**config.mk**
```make
export PLATFORM = sky130hd
export DESIGN_NAME = id_ex_stage
export DESIGN_NICKNAME = d
export VERILOG_FILES = /design/src/rtl/id_ex_stage.sv
export SDC_FILE = /design/constraint.sdc
export NUM_CORES = 1
export LEC_CHECK = 0
export ABC_AREA = 1
export ABC_CLOCK_PERIOD_IN_PS = 1450
export CAP_MARGIN = 20
export CORE_ASPECT_RATIO = 1.5
export CORE_UTILIZATION = 38
export CTS_CLUSTER_SIZE = 30
export DETAILED_ROUTE_END_ITERATION = 12
export GPL_ROUTABILITY_DRIVEN = 0
export HOLD_SLACK_MARGIN = 0.1
export PLACE_DENSITY_LB_ADDON = 0.12
export RECOVER_POWER = 25
export SETUP_SLACK_MARGIN = 0.15
export SLEW_MARGIN = 20
export SYNTH_ARGS = -nofsm -noshare
export SYNTH_HDL_FRONTEND = slang
export SYNTH_SLANG_ARGS = --single-unit
```
**constraint.sdc**
```tcl
create_clock -name clk -period 1.45 [get_ports clk]
set_input_delay 0.29 -clock clk [delete_from_list [all_inputs] [get_ports clk]]
set_output_delay 0.29 -clock clk [all_outputs]
set_load 0.01 [all_outputs]
```
**src/rtl/id_ex_stage.sv**
```systemverilog
// ID/EX pipeline register for the 5-stage MIPS pipeline, with load-use hazard
// detection, bubble insertion on stall/flush and a saturating bubble counter.
module id_ex_stage #(
   parameter int DATA_W = 32,
   parameter int CNT_W  = 16
) (
   input  logic              clk,
   input  logic              rst_n,
   input  logic              IFIDValid,
   input  logic [4:0]        IFIDRs,
   input  logic [4:0]        IFIDRt,
   input  logic [4:0]        IFIDRd,
   input  logic [DATA_W-1:0] IDReadData1,
   input  logic [DATA_W-1:0] IDReadData2,
   input  logic [DATA_W-1:0] IDImm,
   input  logic [8:0]        IDCtrl,
   input  logic              Flush,
   input  logic              Hold,
   output logic              IDEXValid,
   output logic [4:0]        IDEXRs,
   output logic [4:0]        IDEXRt,
   output logic [4:0]        IDEXRd,
   output logic [DATA_W-1:0] IDEXReadData1,
   output logic [DATA_W-1:0] IDEXReadData2,
   output logic [DATA_W-1:0] IDEXImm,
   output logic [8:0]        IDEXCtrl,
   output logic              PCWrite,
   output logic              IFIDWrite,
   output logic [CNT_W-1:0]  BubbleCount
);

   localparam int MemReadBit = 6;

   logic              valid_q, valid_d;
   logic [4:0]        rs_q, rs_d, rt_q, rt_d, rd_q, rd_d;
   logic [DATA_W-1:0] data1_q, data1_d, data2_q, data2_d, imm_q, imm_d;
   logic [8:0]        ctrl_q, ctrl_d;
   logic [CNT_W-1:0]  cnt_q, cnt_d;
   logic              loadUse;
   logic              stall;

   // Register 0 is excluded so a load into $zero never costs a cycle.
   assign loadUse = valid_q & ctrl_q[MemReadBit] & IFIDValid & (rt_q != 5'd0) &
                    ((rt_q == IFIDRs) | (rt_q == IFIDRt));

   // A flush squashes the dependent instruction, so it cancels the stall.
   assign stall     = Hold | (loadUse & ~Flush);
   assign PCWrite   = ~stall;
   assign IFIDWrite = ~stall;

   always_comb begin
      valid_d = valid_q;
      rs_d    = rs_q;
      rt_d    = rt_q;
      rd_d    = rd_q;
      data1_d = data1_q;
      data2_d = data2_q;
      imm_d   = imm_q;
      ctrl_d  = ctrl_q;
      cnt_d   = cnt_q;
      if (!Hold) begin
         if (Flush | loadUse) begin
            valid_d = 1'b0;
            rs_d    = '0;
            rt_d    = '0;
            rd_d    = '0;
            data1_d = '0;
            data2_d = '0;
            imm_d   = '0;
            ctrl_d  = '0;
            if (cnt_q != '1) begin
               cnt_d = cnt_q + CNT_W'(1);
            end
         end else begin
            valid_d = IFIDValid;
            rs_d    = IFIDRs;
            rt_d    = IFIDRt;
            rd_d    = IFIDRd;
            data1_d = IDReadData1;
            data2_d = IDReadData2;
            imm_d   = IDImm;
            ctrl_d  = IDCtrl;
         end
      end
   end

   always_ff @(posedge clk or negedge rst_n) begin
      if (!rst_n) begin
         valid_q <= 1'b0;
         rs_q    <= '0;
         rt_q    <= '0;
         rd_q    <= '0;
         data1_q <= '0;
         data2_q <= '0;
         imm_q   <= '0;
         ctrl_q  <= '0;
         cnt_q   <= '0;
      end else begin
         valid_q <= valid_d;
         rs_q    <= rs_d;
         rt_q    <= rt_d;
         rd_q    <= rd_d;
         data1_q <= data1_d;
         data2_q <= data2_d;
         imm_q   <= imm_d;
         ctrl_q  <= ctrl_d;
         cnt_q   <= cnt_d;
      end
   end

   assign IDEXValid     = valid_q;
   assign IDEXRs        = rs_q;
   assign IDEXRt        = rt_q;
   assign IDEXRd        = rd_q;
   assign IDEXReadData1 = data1_q;
   assign IDEXReadData2 = data2_q;
   assign IDEXImm       = imm_q;
   assign IDEXCtrl      = ctrl_q;
   assign BubbleCount   = cnt_q;

endmodule

```
* Word-level counts from Yosys, hierarchy flattened
Cells that the tools add are included.
Operators by class: add/sub/neg operators 1, eq/ne operators 3, mux-type cells 8, bitwise logic cells 11, reduce and logical (&&, ||, !) cells 2
Operators with widths (number):
- $mux W32 | 3
- $add A16 B1 Y16 const B | 1
- $ne A16 B16 Y1 const B | 1
- $mux W5 | 3
- $eq A5 B5 Y1 | 2
- $mux W9 | 1
- $and A1 B1 Y1 | 5
- $reduce_bool A5 Y1 | 1
- $not A1 Y1 | 3
- $or A1 B1 Y1 | 3
- $reduce_and A3 Y1 | 1
- $mux W1 | 1
Word-level totals: register bits 137, output and inout port bits 139, word-level logic and storage cells 34

* Depth between registers and ports, before layout
word-level depth 7, mapped depth 12, mapped depth without buffers 11

* Least setup slack after synthesis
OpenSTA, ideal clock, no wires.
kind input to output, start point in Hold, end point out PCWrite, arrival 1.307 ns, data required time 1.160 ns, setup slack -0.147 ns, stages 7, buffers on the path 4, cells stage by stage buf_2 -> inv_1 -> buf_2 -> buf_1 -> o21ai_0 -> inv_1 -> buf_4
Between the ends: cells in the longest elaborated chain, start to end 2
RTL lines:
- start, declared | line 18 | input logic Hold,
- $or A1 B1 Y1 | line 47 | assign stall = Hold | (loadUse & ~Flush);
- $not A1 Y1
- end, declared | line 27 | output logic PCWrite,
No other way between the ends.

* Final worst setup path
start point reg rt_q[1], in the netlist IDEXRt[1], end point out PCWrite
Between the ends: cells in the longest elaborated chain, start to end 6
RTL lines:
- start, declared | line 35 | logic [4:0] rs_q, rs_d, rt_q, rt_d, rd_q, rd_d;
- start signal, assigned | line 101 | rt_q <= rt_d;
- $eq A5 B5 Y1 or $reduce_bool A5 Y1 (tied branches) | line 44, 43
- $or A1 B1 Y1 or $and A1 B1 Y1 (tied branches) | line 44, 43
- $and A1 B1 Y1 (*) | line 43 | assign loadUse = valid_q & ctrl_q[MemReadBit] & IFIDValid & (rt_q != 5'd0) &
- $and A1 B1 Y1 (*) | line 47
- $or A1 B1 Y1 (*) | line 47
- $not A1 Y1 (*) | line 48 | assign PCWrite = ~stall;
Mark *: on every way between the ends. The rest lies on a longest branch, timed or not.

==> run metrics <==
status finished, violations left; violated checks setup timing; gr usage total ~25%; post-synthesis sequential area ratio 57.3%; Final Cycle Share 141%; total power ~11 mW; routed vias/inst 4.82; post-synthesis cell area ~0.0060 sq mm; share of cells above drive strength 1 29.1%; Final Slew Violations 0; vias in the first global route 5934; area grow syn2layout 69.1%; slowest stage cell on the critical path dfrtp_2; initial core utilization just under 40%; via count ~6100; DR pass1 iterations 6; Power Density 1110 mW/mm^2; CP Cell Sequence nand2_1, nand2_2, nor2_4, nand3_2, nand2_2, nand2_2, o21ai_1, inv_1, buf_2; HPWL Detailed 12800 um; Peak VDD IR about 0.64 mV; Post-Syn Nets about 850; Post-synth EDFFs 0; worst-margin pin slew 1.05 ns; clk sinks 137; Post-synth ARST share 100%; H-tree depth 4; final hold viol count 0; # setup viols final 142; Cell Rows 55; Core Box Area between 0.015 and 0.02 sq mm; DRC 0; Max Freq 490 MHz; Die Y 156 um; number of synthesis warnings 0; final instance area 0.0101 sq mm; CTS tree built; CTS Buffer Depth 2; CP Capture Type output pin; Hold WC Path Type in -> reg; total gr overflow 0; synth cell count leaders 307 x nand2_1, 137 x dfrtp_1, 106 x o21ai_0, 32 x inv_1, 24 x clkbuf_1; Num CTS Buffers 17; ANT cells 0; utilization after layout 66.6%; Clk pin slew, worst setup/hold paths 0.07 ns; Crit path largest cell delay 0.47 ns; Gate Count Post-Synth 720; RSZ-0062 raised after global routing true; detailed-route wire length per cell 15.9 um; Yosys top cell area share 57.3%; final worst-path setup slack -0.590 ns; # Max-Cap Violations 0; clock root buffer master clkbuf_16; worst path arrival time around 1.8 ns; Hold WS 0.420 ns; first-pass GRT wire length 31800 um; initial DRC count about 330; Worst Skew 0.0108 ns; crit path max fanout 5; Routed Wire Length approximately 20000 um; crit path kind reg -> out; Worst path most repeated cell nand2_2; Ports 264; pin count of the biggest net entering global routing 95; IO Port Bufs between 200 and 300; CP required 1.16 ns; Synth area leader dfrtp_1; number of antenna violations at the first check in global routing 0; Distinct cells, synth 25; Avg Cell Area, Syn 8.32 sq um; Leakage 5.04 nW; clock latency on the worst-skew pair 0.42 ns; multi-input logic area between 0.002 and 0.0025 sq mm; die footprint 0.0163 sq mm; register area between 0.003 and 0.004 sq mm; Nets between 1000 and 1500; placed cell areas 0.00924 sq mm; Final ANT Viol Nets 0; die width 104 um; synth top area cells dfrtp_1 57%, nand2_1 19%, o21ai_0 8.9%; Slew headroom ~30%; cell with the most instances after synthesis nand2_1; Critical Path Source Type flip-flop; # fillers 1323; #FFs+latches synth 137; minimum clock period 2.04 ns; Top FF cell, synth dfrtp_1
==> stage by stage <==
stage                     TNS (ns)  setup WS (ns)  std cells
final                       -48.09         -0.590       1270
after global routing        -63.87         -0.694       1270
after CTS                   -46.98         -0.616       1263
after detailed placement    -82.47         -0.954       1187
after global placement      -76.52         -0.914       1187
after floorplan             -0.725        -0.0164        720
==> worst paths after layout <==
kind / start / end / slack, ns / depth (start not counted)
worst max-delay path: IDEXRt[1] / PCWrite / -0.59 / 9
worst min-delay path: IDReadData1[3] / IDEXReadData1[3] / 0.42 / 3
worst max register to register: IDEXRt[1] / BubbleCount[11] / -0.48 / 13
worst min register to register: IDEXReadData1[30] / IDEXReadData1[30] / 0.48 / 2
max in group asynchronous: rst_n / IDEXRd[2] / 0.09 / 3
min in group asynchronous: rst_n / IDEXImm[30] / 0.60 / 2
==> cell type report <==
cell class | count | share of cell area [%]
Clock buffer | 17 | 4.20
Multi-Input combinational cell | 500 | 22.4
Inverter | 35 | 1.35
Clock inverter | 13 | 1.69
Tap cell | 199 | 2.46
Sequential cell | 137 | 33.9
Timing Repair Buffer | 369 | 34.0
==> cell families (layout without fill, tap and decap cells) <==
| kind of cell | after synthesis | count (layout) | share of synthesized area (%) |
|---|---|---|---|
| flip-flops | 137 | 137 | 57.3 |
| AND/OR/NAND/NOR | 372 | 372 | 24.7 |
| buffers and inverters | 83 | 434 | 6.12 |
| XOR/XNOR | 5 | 5 | 0.731 |
| AO/OA/AOI/OAI | 122 | 122 | 10.9 |
| adder cells (fa/ha/maj) | 1 | 1 | 0.209 |
==> registers in the layout, indices dropped and copies added (netlist names) <==
signal,cells
IDEXRd,5
IDEXValid,1
IDEXRt,5
IDEXRs,5
IDEXReadData1,32
BubbleCount,16
IDEXReadData2,32
IDEXCtrl,9
IDEXImm,32
==> worst max-delay path: cells and delay by family (launching register included) <==
kind	cells	cell delay [ns]
AO/OA/AOI/OAI	1	0.12
AND/OR/NAND/NOR	6	0.52
flip-flops	1	0.47
buffers and inverters	2	0.22
==> per-layer routing <==
metal	GRT usage, %	wire (um)	share of wire (%)
met1	30.8	8040	40
met2	43.3	10400	52
met3	5.39	1230	6.1
met4	9.52	499	2.5
met5	0	0	0
==> report_power, final <==
group          internal [mW]  switching, mW  leakage [nW]
sequential              4.14          0.187          1.79
combinational           1.33           1.11          2.97
clock                   2.71           1.73         0.286
total                   8.18           3.02          5.04
==> cell usage in the layout (no fill, tap or decap), types with 4 or more instances in the layout <==
cell type,n
buf_4,42
inv_1,30
buf_8,5
clkbuf_16,19
clkinv_4,4
buf_12,16
nand2_2,7
o21ai_1,67
o21ai_0,40
o22ai_1,5
nor2_1,19
xnor2_1,4
nand3_1,15
nand2_1,300
buf_16,10
clkdlybuf4s50_1,122
buf_2,124
dfrtp_2,4
o21ai_2,10
dfrtp_1,133
nand4_1,20
buf_6,43
==> repair_timing <==
action / CTS / global route
cloned: 12 / 2
endpoints found under the hold margin: 28 / 0
hold buffers: 1 / 0
gates resized for setup: 634 / 27
endpoints found under the setup margin: 276 / 158
buffers inserted: 33 / 5
pin swaps: 4 / 9
(Power assumes the default switching activity.)
==> edit 1 (config.mk and constraints unchanged) <==
Register the input `IDReadData1` before use. The logic sees it one clock later. The other inputs are not delayed to match.
--- a/src/rtl/id_ex_stage.sv
+++ b/src/rtl/id_ex_stage.sv
@@ -32,2 +32,8 @@
    localparam int MemReadBit = 6;
+
+   logic [DATA_W-1:0] IDReadData1_q;
+
+   always_ff @(posedge clk) begin
+      IDReadData1_q <= IDReadData1;
+   end
 
@@ -78,3 +84,3 @@
             rd_d    = IFIDRd;
-            data1_d = IDReadData1;
+            data1_d = IDReadData1_q;
             data2_d = IDReadData2;
Behaviour: not the same (a bounded check fails within 4 cycles, from zero or initial values and one cycle with rst_n low).
==> edit 1 against the unedited design <==
The flow still finishes with violations (setup timing); die area up 11%; routed wire length grew 12%; power rose by 10%; global-route usage decreased by 0.16 points; synthesized area rose by 11%; sequential cell count up 32; setup slack improved by 0.013 ns; design area increased by 13%; critical path type is now flip-flop to flip-flop; critical endpoint is now IDEXReadData1[8]$_DFFE_PN0N_.
==> edit 1: results (changes against the unedited design) <==
Placement:
- The area after detailed placement is 0.00976 mm2 (was 0.00924 mm2).
- The post-detailed-placement half-perimeter wirelength is 13200 um (was 12800 um).
- The setup slack after placement is -0.887 ns (was -0.954 ns).

Clock tree:
- The clock sink count is 169 (was 137).
- The post-cts sizing count was 703 (was 634).

Final layout:
- The count of antenna diodes in the layout is 3 (was 0).
- The number of multi-input logic gates is 499 (was 500).
- The clock network area share is 0.0521 (was 0.0589).
- The number of non-clock inverters is 37 (was 35).
- The buffer count excluding the clock tree in the final layout is 376 (was 369).

Worst setup path:
- The type of the worst setup path is flip-flop to flip-flop (was flip-flop to output port).
- The endpoint arrival time on the critical path was 2.33 ns (was 1.75 ns).
- The cell family with the largest share of critical-path delay is buffers and inverters (was simple AND/OR/NAND/NOR gates).
- The startpoint of the lowest-slack register-to-register path is IDEXRt[2]$_DFFE_PN0N_ (was IDEXRt[1]$_DFFE_PN0N_).
- The master of the slowest instance on the critical path is sky130_fd_sc_hd__dfrtp_1 (was sky130_fd_sc_hd__dfrtp_2).

STA:
- The final worst-path setup slack was -0.578 ns (was -0.590 ns).
- The slew at the pin closest to its max-slew limit is 0.988 ns (was 1.05 ns).
- The final total negative setup slack is -68.55 ns (was -48.09 ns).
- The setup violation total in the final timing report was 140 (was 142).

Drt:
- The total vias in the final route came to 6507 (was 6125).
- The detailed router's first-iteration violation count is 265 (was 333).
- The wire length after detailed routing was 22500 um (was 20200 um).

Global routing:
- The all-layer global routing usage is 0.250 (was 0.251).

Run status:
- Status: complete, but fails checks (unchanged).
- Violated checks: setup timing (unchanged).

Yosys:
- The sequential cell area fraction in the yosys report was 0.611 (was 0.573).
## edit 1: changes by cell type after synthesis, sizes merged
cell    unedited run  this run
nor2              23        18
clkinv             0         1
dfxtp              0        32
buf               22        24
inv               35        36
clkbuf            26        23
nor3b              0         1
nor3               1         2
xnor2              4         3
xor2               1         3
nand4             20        19
## edit 1: cells by family (layout without fill, tap and decap cells)
group | Yosys count | after routing | synth area share
flip-flops | 169 | 169 | 0.611
AO/OA/AOI/OAI | 122 | 122 | 0.0926
AND/OR/NAND/NOR | 368 | 370 | 0.222
other | 0 | 3 | 0
buffers and inverters | 84 | 445 | 0.0650
adder cells (fa/ha/maj) | 1 | 1 | 0.00188
XOR/XNOR | 6 | 6 | 0.00789
## edit 1: layer usage
metal,vias to the layer above,track usage,wire [um]
li1,3107,-,-
met1,3139,0.283,8670
met2,230,0.444,11800
met3,31,0.0694,1620
met4,0,0.0849,475
met5,-,0,0
==> edit 2 (same settings) <==
Made on the original files. The parameter `DATA_W` goes from 32 to 24.
--- a/src/rtl/id_ex_stage.sv
+++ b/src/rtl/id_ex_stage.sv
@@ -3,3 +3,3 @@
 module id_ex_stage #(
-   parameter int DATA_W = 32,
+   parameter int DATA_W = 24,
    parameter int CNT_W  = 16
Ports: changed (6 resized); port bits go from 264 to 216. No check against the original RTL was run, so the function may have changed too.
==> edit 2 against the unedited design <==
The run still ends with setup timing left; synthesized cell count decreased by 16%; final cell count shrank 14%; setup slack better by 0.011 ns; sequential share of layout area down 3.6 points; routed wire length is 7.6% lower; largest cell class unchanged; power down 8.6%; sequential power fell by 16%; register-to-register slack got worse by 0.04 ns; design area shrank 7.7%; synthesized area shrank 16%; sequential cell count down 24.
==> edit 2: results (changes against the unedited design) <==
Yosys:
- The post-synthesis net count is 709 (was 846).
- Area contributors post-synth: sky130_fd_sc_hd__dfrtp_1 (56%), sky130_fd_sc_hd__nand2_1 (19%), sky130_fd_sc_hd__o21ai_0 (8.3%) (was sky130_fd_sc_hd__dfrtp_1 (57%), sky130_fd_sc_hd__nand2_1 (19%), sky130_fd_sc_hd__o21ai_0 (8.9%)).
- The post-synthesis adder-cell area fraction is 0.00249 (was 0.00209).
- The number of distinct library cell variants in the gate-level netlist after synthesis was 30 (was 25).
- The number of standard cells after synthesis was 607 (was 720).
- The sequential cell area fraction in the yosys report is 0.564 (was 0.573).
- The area share of xor/xnor cells in the synthesized design is 0.0140 (was 0.00731).

Final layout:
- The total number of sequential cells is 113 (was 137).
- The share of layout cells above drive strength 1 is 0.411 (was 0.291).
- The fraction of area in non-clock buffers was 0.344 (was 0.340).
- The filler cell count is 973 (was 1323).
- The area of all placed cells without fillers is 0.00935 mm2 (was 0.0101 mm2).
- The final-layout clock buffer total came to 22 (was 17).
- The multi-input gate share of the layout cell area is 0.253 (was 0.224).
- The register area came to 0.00284 mm2 (was 0.00343 mm2).
- The number of multi-input logic gates is 425 (was 500).
- The clock network area share is 0.0650 (was 0.0589).

Placement:
- The area after detailed placement is 0.00772 mm2 (was 0.00924 mm2).
- The setup slack after placement is -0.923 ns (was -0.954 ns).

Drt:
- The met2 routed wirelength is 10000 um (was 10400 um).
- The wire length after detailed routing is 18600 um (was 20200 um).
- The met1 routed wirelength after detailed routing is 6780 um (was 8040 um).
- The total iterations of the first detailed-routing run was 4 (was 6).
- The wire length on met3 is 1090 um (was 1230 um).
- The detailed router's first-iteration violation count is 187 (was 333).

Global routing:
- The all-layer global routing usage came to 0.277 (was 0.251).
- The met2 track demand over resource in global routing is 0.483 (was 0.433).
- The number of global-route vias before repair is 5577 (was 5934).
- The global-route met3 utilization is 0.0602 (was 0.0539).
- The met1 demand-to-capacity share in global routing is 0.320 (was 0.308).

STA:
- The setup violation total in the final timing report is 118 (was 142).
- The clock tree skew after final layout came to 0.0103 ns (was 0.0108 ns).
- The final worst-path setup slack is -0.580 ns (was -0.590 ns).

Worst setup path:
- The maximum fanout count along the critical path is 6 (was 5).
- The capturing instance or port of the critical path is IFIDWrite (was PCWrite).
- The worst reg-to-reg path cell count is 16 (was 13).
- The worst reg-to-reg setup slack came to -0.52 ns (was -0.48 ns).
- The stage delay of the slowest cell on the critical path was 0.44 ns (was 0.47 ns).

Run status:
- Violated checks: setup timing (unchanged).
- Status: complete, but fails checks (unchanged).

Clock tree:
- The post-cts sizing count is 646 (was 634).

Power and ir drop:
- The maximum VDD drop is 0.846 mV (was 0.639 mV).

Floorplan:
- The placeable core region is 0.0130 mm2 (was 0.0152 mm2).
[edit 2: through the flow]
stage                     setup TNS (ns)  total power, uW
after CTS                         -47.69            10200
after global placement            -75.30             5520
after floorplan                   -0.207             4320
final                             -52.70            10200
after detailed placement          -79.79             5560
after global routing              -67.39            10700
[edit 2: power breakdown]
group,switching (uW),internal [uW],total [uW],leakage (uW)
Clock,1470,2830,4300,0.000296
Combinational,1070,1240,2310,0.00284
Sequential,202,3430,3630,0.00147
[edit 2: how the worst min path moves through the flow]
stage               start                          to  slack (ns)  cells after the start
global route        rst_n      IDEXImm[2]$_DFFE_PN0N_        0.44                      2
detailed placement  rst_n      IDEXImm[0]$_DFFE_PN0N_        0.20                      1
finish              rst_n      IDEXImm[0]$_DFFE_PN0N_        0.38                      2
global placement    rst_n      IDEXImm[2]$_DFFE_PN0N_        0.20                      1
CTS                 rst_n      IDEXImm[0]$_DFFE_PN0N_        0.32                      2
floorplan           rst_n  BubbleCount[0]$_DFFE_PN0P_      -0.006                      0
